**src/rtl/iv_port_bank_if.sv**
```systemverilog
// IV bus and TX FIFO stream signals between the 8X305 side and one iv_port_bank.
// The master side drives the selects, strobes, CPU data and consumer ready.
interface iv_port_bank_if;
    logic       LB;
    logic       RB;
    logic       SC;
    logic       WC;
    logic [7:0] iv_in;
    logic [7:0] iv_out;
    logic       iv_oe;
    logic [7:0] fifo_data;
    logic       fifo_valid;
    logic       fifo_ready;

    modport master (
        output LB, RB, SC, WC, iv_in, fifo_ready,
        input  iv_out, iv_oe, fifo_data, fifo_valid
    );

    modport slave (
        input  LB, RB, SC, WC, iv_in, fifo_ready,
        output iv_out, iv_oe, fifo_data, fifo_valid
    );
endinterface

```
**src/rtl/iv_port_bank.sv**
```systemverilog
// Addressable 8X305 IV-bus peripheral bank: byte latches with read-back,
// an optional TX FIFO behind one port, and a status/flag port.
module iv_port_bank #(
    parameter int         BANK       = 0,
    parameter logic [7:0] BASE_ADDR  = 8'h00,
    parameter int         NPORTS     = 4,
    parameter int         FIFO_PORT  = 0,
    parameter int         FIFO_DEPTH = 4
) (
    input  logic                clk,
    input  logic                reset,
    iv_port_bank_if.slave       bus,
    output logic [8*NPORTS-1:0] port_q,
    output logic                irq
);

    localparam bit              FIFO_EN = (FIFO_PORT < NPORTS);
    localparam int              PW      = (FIFO_DEPTH > 1) ? $clog2(FIFO_DEPTH) : 1;
    localparam int              CW      = $clog2(FIFO_DEPTH + 1);
    localparam logic [7:0]      NP8     = 8'(NPORTS);
    localparam logic [7:0]      FP8     = 8'(FIFO_PORT);
    localparam logic [CW-1:0]   DEPTH_C = CW'(FIFO_DEPTH);

    // The bus carries every byte inverted and bit-reversed; the coding is its own inverse.
    function automatic logic [7:0] iv_code(input logic [7:0] x);
        logic [7:0] r;
        for (int i = 0; i < 8; i++) r[i] = ~x[7-i];
        return r;
    endfunction

    logic [7:0]    addr_q, addr_d;
    logic [7:0]    latch_q [NPORTS];
    logic [7:0]    latch_d [NPORTS];
    logic [7:0]    mem_q [FIFO_DEPTH];
    logic [7:0]    mem_d [FIFO_DEPTH];
    logic [PW-1:0] wr_ptr_q, wr_ptr_d, rd_ptr_q, rd_ptr_d;
    logic [CW-1:0] count_q, count_d;
    logic          ovf_q, ovf_d, unf_q, unf_d, irq_q, irq_d;

    logic [7:0] v_in, off, rd_val, stat_val;
    logic [6:0] count_w;
    logic       sel, hit_port, hit_stat, hit_fifo;
    logic       sc_cyc, wr_cyc, rd_cyc;
    logic       full, pop, push, push_ok, ovf_set, unf_set, stat_wr;

    always_comb begin
        v_in     = iv_code(bus.iv_in);
        sel      = ((BANK != 0) ? !bus.RB : !bus.LB) && (bus.LB != bus.RB);
        off      = addr_q - BASE_ADDR;
        hit_port = off < NP8;
        hit_stat = off == NP8;
        hit_fifo = FIFO_EN && (off == FP8);
        sc_cyc   = sel && bus.SC;
        wr_cyc   = sel && bus.WC && !bus.SC;
        rd_cyc   = sel && !bus.SC && !bus.WC;
        full     = count_q == DEPTH_C;
        pop      = (count_q != '0) && bus.fifo_ready;
        push     = wr_cyc && hit_fifo;
        push_ok  = push && (!full || pop);
        ovf_set  = push && full && !pop;
        unf_set  = rd_cyc && hit_fifo && (count_q == '0);
        stat_wr  = wr_cyc && hit_stat;
    end

    always_comb begin
        addr_d   = sc_cyc ? v_in : addr_q;
        latch_d  = latch_q;
        mem_d    = mem_q;
        wr_ptr_d = wr_ptr_q;
        rd_ptr_d = rd_ptr_q;
        for (int i = 0; i < NPORTS; i++) begin
            if (wr_cyc && off == 8'(i)) latch_d[i] = v_in;
        end
        if (push_ok) begin
            mem_d[wr_ptr_q] = v_in;
            wr_ptr_d        = wr_ptr_q + 1'b1;
        end
        if (pop) rd_ptr_d = rd_ptr_q + 1'b1;
        count_d = count_q + CW'(push_ok) - CW'(pop);
        // A new overflow outranks a simultaneous status-write clear.
        ovf_d   = (ovf_q && !stat_wr) || ovf_set;
        unf_d   = (unf_q && !stat_wr) || unf_set;
        irq_d   = ovf_d;
    end

    always_ff @(posedge clk or negedge reset) begin
        if (!reset) begin
            addr_q   <= '0;
            wr_ptr_q <= '0;
            rd_ptr_q <= '0;
            count_q  <= '0;
            ovf_q    <= 1'b0;
            unf_q    <= 1'b0;
            irq_q    <= 1'b0;
            for (int i = 0; i < NPORTS; i++) latch_q[i] <= '0;
            for (int i = 0; i < FIFO_DEPTH; i++) mem_q[i] <= '0;
        end else begin
            addr_q   <= addr_d;
            wr_ptr_q <= wr_ptr_d;
            rd_ptr_q <= rd_ptr_d;
            count_q  <= count_d;
            ovf_q    <= ovf_d;
            unf_q    <= unf_d;
            irq_q    <= irq_d;
            latch_q  <= latch_d;
            mem_q    <= mem_d;
        end
    end

    always_comb begin
        count_w  = 7'(count_q);
        stat_val = {(count_w[6] ? 6'h3F : count_w[5:0]), ovf_q, unf_q};
        rd_val   = hit_stat ? stat_val : 8'h00;
        for (int i = 0; i < NPORTS; i++) begin
            if (off == 8'(i)) rd_val = latch_q[i];
        end
        for (int i = 0; i < NPORTS; i++) port_q[8*i +: 8] = latch_q[i];
    end

    // The drive enable is gated by reset so the shared bus is released the instant reset asserts.
    assign bus.iv_oe      = reset && rd_cyc && (hit_port || hit_stat);
    assign bus.iv_out     = bus.iv_oe ? iv_code(rd_val) : 8'hFF;
    assign bus.fifo_valid = count_q != '0;
    assign bus.fifo_data  = bus.fifo_valid ? mem_q[rd_ptr_q] : 8'h00;
    assign irq            = irq_q;

endmodule

```
**src/flat_wrapper.sv**
```systemverilog
// flat-port wrapper written by rule: the top's interface ports become plain ports
module iv_port_bank_flat 
#(
    parameter int         BANK       = 0,
    parameter logic [7:0] BASE_ADDR  = 8'h00,
    parameter int         NPORTS     = 4,
    parameter int         FIFO_PORT  = 0,
    parameter int         FIFO_DEPTH = 4
)
  (clk, reset, port_q, irq, bus_LB, bus_RB, bus_SC, bus_WC, bus_iv_in, bus_fifo_ready, bus_iv_out, bus_iv_oe, bus_fifo_data, bus_fifo_valid);
  iv_port_bank_if bus_i ();
  input  logic clk;
  input  logic reset;
  output logic [8*NPORTS-1:0] port_q;
  output logic irq;
  input wire logic [$bits(bus_i.LB)-1:0] bus_LB;
  input wire logic [$bits(bus_i.RB)-1:0] bus_RB;
  input wire logic [$bits(bus_i.SC)-1:0] bus_SC;
  input wire logic [$bits(bus_i.WC)-1:0] bus_WC;
  input wire logic [$bits(bus_i.iv_in)-1:0] bus_iv_in;
  input wire logic [$bits(bus_i.fifo_ready)-1:0] bus_fifo_ready;
  output wire logic [$bits(bus_i.iv_out)-1:0] bus_iv_out;
  output wire logic [$bits(bus_i.iv_oe)-1:0] bus_iv_oe;
  output wire logic [$bits(bus_i.fifo_data)-1:0] bus_fifo_data;
  output wire logic [$bits(bus_i.fifo_valid)-1:0] bus_fifo_valid;
  assign bus_i.LB = bus_LB;
  assign bus_i.RB = bus_RB;
  assign bus_i.SC = bus_SC;
  assign bus_i.WC = bus_WC;
  assign bus_i.iv_in = bus_iv_in;
  assign bus_i.fifo_ready = bus_fifo_ready;
  assign bus_iv_out = bus_i.iv_out;
  assign bus_iv_oe = bus_i.iv_oe;
  assign bus_fifo_data = bus_i.fifo_data;
  assign bus_fifo_valid = bus_i.fifo_valid;
  iv_port_bank #(.BANK(BANK), .BASE_ADDR(BASE_ADDR), .NPORTS(NPORTS), .FIFO_PORT(FIFO_PORT), .FIFO_DEPTH(FIFO_DEPTH)) u_core (.clk(clk), .reset(reset), .bus(bus_i), .port_q(port_q), .irq(irq));
endmodule
```
**config.mk**
```make
export PLATFORM = sky130hd
export DESIGN_NAME = iv_port_bank_flat
export DESIGN_NICKNAME = d
export VERILOG_FILES = /design/src/rtl/iv_port_bank_if.sv /design/src/rtl/iv_port_bank.sv /design/src/flat_wrapper.sv
export SDC_FILE = /design/constraint.sdc
export NUM_CORES = 1
export LEC_CHECK = 0
export ABC_CLOCK_PERIOD_IN_PS = 3100
export CORE_ASPECT_RATIO = 1.75
export CORE_UTILIZATION = 45
export DETAILED_ROUTE_END_ITERATION = 16
export PLACE_DENSITY = 0.69
export SYNTH_ARGS = -nofsm -noshare
export SYNTH_HDL_FRONTEND = slang
export SYNTH_SLANG_ARGS = --single-unit
```
**constraint.sdc**
```tcl
create_clock -name clk -period 3.1 [get_ports clk]
set_input_delay 0.62 -clock clk [delete_from_list [all_inputs] [get_ports clk]]
set_output_delay 0.62 -clock clk [all_outputs]
set_load 0.05 [all_outputs]
```
==> results.yml, run 1 <==
status:
  status: "complete, no violations"
logic_synthesis:
  synth_area_leader_cell: "dfrtp_1"
  synth_most_common_cell: "dfrtp_1"
  synth_top_area_share_pct: 51.3
  synthArstFlopShare_pct: 100
  syn_inst: 377
  synth_edf_count: 0
  synth.yosys.seq_area_share_pct: 51.3
  syn_area_mm2: 0.00395
  ys_warn_count: 0
  synth_top_cells_by_area: "dfrtp_1 (51%), o21ai_0 (7.5%), o31ai_1 (6.1%)"
  yosysUniqueCellTypes: 45
  ys_seq_elements: 81
  yosys-top-cells-count: "dfrtp_1 (81), o21ai_0 (59), nand2_1 (37)"
  avgSynthCellArea_um2: 10.5
  yosys_most_used_dff: "dfrtp_1"
  synth_nets: 398
cts:
  path_clk_slew_ps: 60
  cts_max_path_buffers: 2
  htreeDepth: 3
  clock_latency_ps: 340
  cts_root_buf: "clkbuf_16"
  cts_buffers: 9
  cts_tree: "yes"
  cts.sinks: 81
critical_path:
  critPathMaxFanout: 6
  crit_arrival_ps: 2340
  worstSetupEndpointType: "output pin"
  r2r-start: "u_core.addr_q[1]$_DFFE_PN0P_"
  cp-startpoint: "bus_RB"
  crit_top_cell: "buf_4"
  cp_data_required_time_ps: 2480
  path_cells: "clkdlybuf4s50_1, nor3b_2, nand3b_1, a2111oi_4, buf_4, o211ai_1, buf_4"
  critPathMaxStageDelay_ps: 500
  cp_slowest_cell: "clkdlybuf4s50_1"
  critPathKind: "in2out"
  start_kind: "input port"
sta:
  rsz0062_at_grt: "no"
  hold_viol_final: 0
  tightest_slew_ps: 1020
  slew_violations: 0
  finClkSkew_ps: 7.67
  setup_viol: 0
  layout_min_cycle_time_ps: 2960
  tns_ps: 0
  fin_crit_sh_pct: 95.5
  clock.fmax_mhz: 338
  max_slew_margin_pct: 32.3
placed_design:
  place.detailed.hpwl_um: 6880
  dp_cells: 534
  gp_congestion: 0.796
  placed_cell_area_mm2: 0.00469
  port_buffers: 65
grt:
  grt_max_degree: 82
  antenna_found_initial: 0
  grtUsageTotal_pct: 23.1
  grt_overflow: 0
  grt_pass1_vias: 3098
  grt_first_pass_wirelength_um: 15800
floorplanning:
  num_rows: 44
  core_mm2: 0.00842
  dieArea_mm2: 0.00917
  boundaryPins: 66
  initial_core_util_pct: 46.9
  dieWidth_um: 72.8
  die_h_um: 126
cells_and_area:
  syn2layout_area_growth_pct: 26.8
  nets: 452
  design_area_mm2: 0.00501
  n_antenna_cell: 0
  drive_above_1_share_pct: 17.2
  finalNonFillerCells: 551
  fillCellCount: 724
power:
  p_leak_nw: 2.11
  vdd_drop_max_mv: 0.419
  power.density_mw_per_mm2: 695
routing:
  drt-total-wl_um: 9830
  routedWlPerCell_um: 17.8
  dr.pass1.iters: 4
  vias: 3090
  first_iter_violations: 233
  ant_nets: 0
  viasPerCell: 5.61
  drc: 0
worst_hold_path:
  hold_start: "u_core.mem_q[31]$_DFFE_PN0P_"
  hold_class: "reg2reg"
flow_run:
  maxCapViolCount: 0
## logic make-up after synthesis
kind of cell | share of synthesized area (%)
multiplexers | 8.71
AO/OA/AOI/OAI | 20.5
XOR/XNOR | 1.11
buffers and inverters | 4.18
flip-flops | 51.3
adder cells (fa/ha/maj) | 2.09
AND/OR/NAND/NOR | 12.1
## layout by cell type, fill, tap and decap left out, types with 2 or more instances in the layout
master / instances
dfrtp_1: 81
o21ai_0: 59
clkdlybuf4s50_1: 55
nand2_1: 37
o31ai_1: 32
buf_4: 22
nor2_1: 14
a21oi_1: 14
mux2_2: 11
clkbuf_16: 9
mux4_2: 8
and2_1: 8
o21ai_2: 7
inv_1: 6
xnor2_1: 5
o22ai_1: 5
ha_1: 5
mux2i_1: 4
nand3_1: 4
nor3_1: 3
a22oi_1: 3
o211ai_1: 3
o221ai_1: 3
nand2_2: 3
clkinv_4: 3
nor4b_1: 2
nor4_1: 2
or2_2: 2
nand2b_1: 2
nand3b_1: 2
nor2b_1: 2
a21o_1: 2
## critical path, delay by kind of cell
| family | cells | cell delay [ps] |
|---|---|---|
| AOI/OAI and AO/OA | 2 | 430 |
| buffers and inverters | 3 | 900 |
| and+or+nand+nor | 2 | 390 |
## registers in the layout (all words and copies together) (netlist names)
name / cells
u_core.mem_q: 32
u_core.unf_q: 1
u_core.count_q: 3
u_core.wr_ptr_q: 2
u_core.rd_ptr_q: 2
u_core.ovf_q: 1
u_core.port_q: 32
u_core.addr_q: 8
## path summary, 6_finish.rpt
path                                                 end  slack, ps  cells past startpoint
max                                        bus_iv_out[7]        140                      7
min                         u_core.mem_q[31]$_DFFE_PN0P_        510                      2
max reg2reg                  u_core.count_q[2]$_DFF_PN0_        880                      8
min reg2reg                 u_core.mem_q[31]$_DFFE_PN0P_        510                      2
max in group asynchronous  u_core.port_q[15]$_DFFE_PN0P_       1890                      2
min in group asynchronous  u_core.port_q[24]$_DFFE_PN0P_        550                      2
## report_power, final
| part | total, mW | internal [mW] | switching (mW) |
|---|---|---|---|
| Combinational | 1.04 | 0.376 | 0.666 |
| Sequential | 1.36 | 1.19 | 0.162 |
| Clock | 1.08 | 0.632 | 0.450 |
| Total | 3.48 | 2.20 | 1.28 |
## cell type report
class	count	area (µm²)	share of cell area, %
flip-flops and latches	81	2030	40.5
multi-input cells	255	1770	35.4
repair buffers	78	736	14.7
clock buffers	9	225	4.50
well taps	115	144	2.87
clock inverters	7	80.1	1.60
inverters	6	22.5	0.450
## repair_timing
item / CTS / global route
setup buffers: 0 / 1
gates resized for setup: 0 / 1
endpoints found under the hold margin: 0 / 0
hold buffers: 0 / 0
endpoints found under the setup margin: 0 / 3
## metal layers
layer	track usage (%)	wire, µm
met4	10.0	266
met3	4.16	319
met5	0	0
met2	40.2	5220
met1	27.5	4020
## through the flow
stage          util [%]  hold WS (ps)  setup WS [ps]  power (mW)
6_report           59.5           507            139        3.48
5_1_grt            59.5           529           61.9        3.66
4_1_cts            59.3           510           70.9        3.52
3_5_place_dp       55.7           494           87.8        2.42
3_3_place_gp       55.7           486            235        2.40
2_1_floorplan         -           324          0.395        2.08
No activity file was read; power rests on OpenSTA's default activity.
==> run 2, diff against run 1 <==
ABC_CLOCK_PERIOD_IN_PS = 3470   (was 3100)
TNS_END_PERCENT = 5   (was default)
clock period = 3.47 ns   (was 3.1 ns; I/O delays follow)
==> run 2 against run 1 <==
  * Critical path depth fell by 1
  * Global-route usage fell by 0.20 points
  * Routed wire length fell by 3.4%
  * Non-clock buffer count fell by 3
  * Power fell by 13%
  * Cell count fell by 0.54%
  * Sequential power fell by 9%
  * Setup slack improved by 120 ps
  * Clock-buffer cell count rose by 1
  * Clock skew fell by 0.71 ps
  * Largest cell class unchanged
  * Largest power group unchanged
==> results.yml, run 2 (synthesis gave the netlist of run 1 again) <==
grt:
  grt_max_degree: 82
  antenna_found_initial: 0
  grtUsageTotal_pct: 22.9
  grt_pass1_vias: 2955
  grt_first_pass_wirelength_um: 15700
  grt_overflow: 0
power:
  power.density_mw_per_mm2: 612
  vdd_drop_max_mv: 0.328
  p_leak_nw: 2.07
cells_and_area:
  drive_above_1_share_pct: 16.2
  design_area_mm2: 0.00496
  final_cell_mix: "dfrtp_1 (81), o21ai_0 (59), clkdlybuf4s50_1 (55), nand2_1 (37), o31ai_1 (32)"
  n_antenna_cell: 0
  syn2layout_area_growth_pct: 25.5
  nets: 449
  final_common_cell: "dfrtp_1"
sta:
  rsz0062_at_grt: "no"
  hold_viol_final: 0
  slew_violations: 0
  fin_hold_ws_ps: 504
  timing.final.ws_setup_ps: 257
  tns_ps: 0
  layout_min_cycle_time_ps: 3210
  max_slew_margin_pct: 33.9
  finClkSkew_ps: 6.96
  clock.fmax_mhz: 311
  tightest_slew_ps: 991
  setup_viol: 0
  fin_crit_sh_pct: 92.6
cts:
  clock_latency_ps: 330
  cts_buffers: 9
  htreeDepth: 3
  postCtsSetupBuffers: 0
  cts_max_path_buffers: 2
  ctsResizeCount: 0
  cts_tree: "yes"
  cts_hold_buffers: 0
  cts_root_buf: "clkbuf_16"
  path_clk_slew_ps: 60
  cts.sinks: 81
critical_path:
  crit_family: "buffers and inverters"
  critPathMaxStageDelay_ps: 500
  worstSetupEndpointType: "output pin"
  path_buf_inv: 2
  cp_data_required_time_ps: 2780
  start_kind: "input port"
  cp_slowest_cell: "clkdlybuf4s50_1"
  cp.depth: 6
  critPathMaxFanout: 6
  path_cells: "clkdlybuf4s50_1, nor3b_1, nand3b_1, a2111oi_4, o211ai_1, buf_4"
  reg2reg_depth: 9
  critPathKind: "in2out"
  crit_arrival_ps: 2520
placed_design:
  place_ws_ps: 177
  gp_congestion: 0.809
  place.detailed.hpwl_um: 6640
  placed_cell_area_mm2: 0.00468
  port_buffers: 65
floorplanning:
  num_rows: 44
  core_mm2: 0.00842
  dieArea_mm2: 0.00917
  initial_core_util_pct: 46.9
  dieWidth_um: 72.8
  boundaryPins: 66
  die_h_um: 126
worst_hold_path:
  hold_class: "reg2reg"
  min_path_cells: 2
routing:
  viasPerCell: 5.52
  vias: 3024
  ant_nets: 0
  drc: 0
  first_iter_violations: 197
  routedWlPerCell_um: 17.3
  dr.pass1.iters: 4
  drt-total-wl_um: 9490
flow_run:
  maxCapViolCount: 0
status:
  status: "complete, no violations"
[run 2: final timing paths]
path,slack [ps],endpoint,from
min in group asynchronous,630,u_core.port_q[24]$_DFFE_PN0P_,reset
worst max-delay path,260,bus_iv_out[7],bus_RB
worst max register to register,1160,u_core.count_q[2]$_DFF_PN0_,u_core.addr_q[4]$_DFFE_PN0P_
max in group asynchronous,2200,u_core.addr_q[5]$_DFFE_PN0P_,reset
worst min-delay path,500,u_core.mem_q[28]$_DFFE_PN0P_,u_core.mem_q[28]$_DFFE_PN0P_
worst min register to register,500,u_core.mem_q[28]$_DFFE_PN0P_,u_core.mem_q[28]$_DFFE_PN0P_
[run 2: area by class of cell]
type / instances / area, µm²
clock buffer: 10 / 229
clock inverter: 6 / 52.6
fill: 736 / 3470
inverter: 6 / 22.5
multi-input combinational: 255 / 1770
sequential: 81 / 2030
tap: 115 / 144
timing repair buffer: 75 / 713
[run 2: layer usage]
metal  global-route usage [%]  part of all wire (%)  vias up
li1                         -                     -     1479
met1                     28.7                    42     1457
met2                     39.0                    52       81
met3                     4.64                   4.2        7
met4                     7.61                   1.4        0
met5                        0                     0        -
[run 2: worst min-delay path, cell delays in order, from the launching register on]
cell     delay [ps]
dfrtp_1         340
o21ai_0          70
o31ai_1          60
[run 2: metrics by stage]
stage / power [mW] / util (%) / cells
global placement: 2.14 / 55.5 / 532
global route: 3.20 / 58.9 / 548
floorplan: 1.85 / - / 377
detailed placement: 2.17 / 55.5 / 532
finish: 3.03 / 58.9 / 548
CTS: 3.07 / 58.9 / 548
[run 2: where the power goes]
part / switching (mW) / internal, mW / total (mW)
Clock: 0.396 / 0.495 / 0.891
Sequential: 0.168 / 1.07 / 1.24
Combinational: 0.571 / 0.335 / 0.906
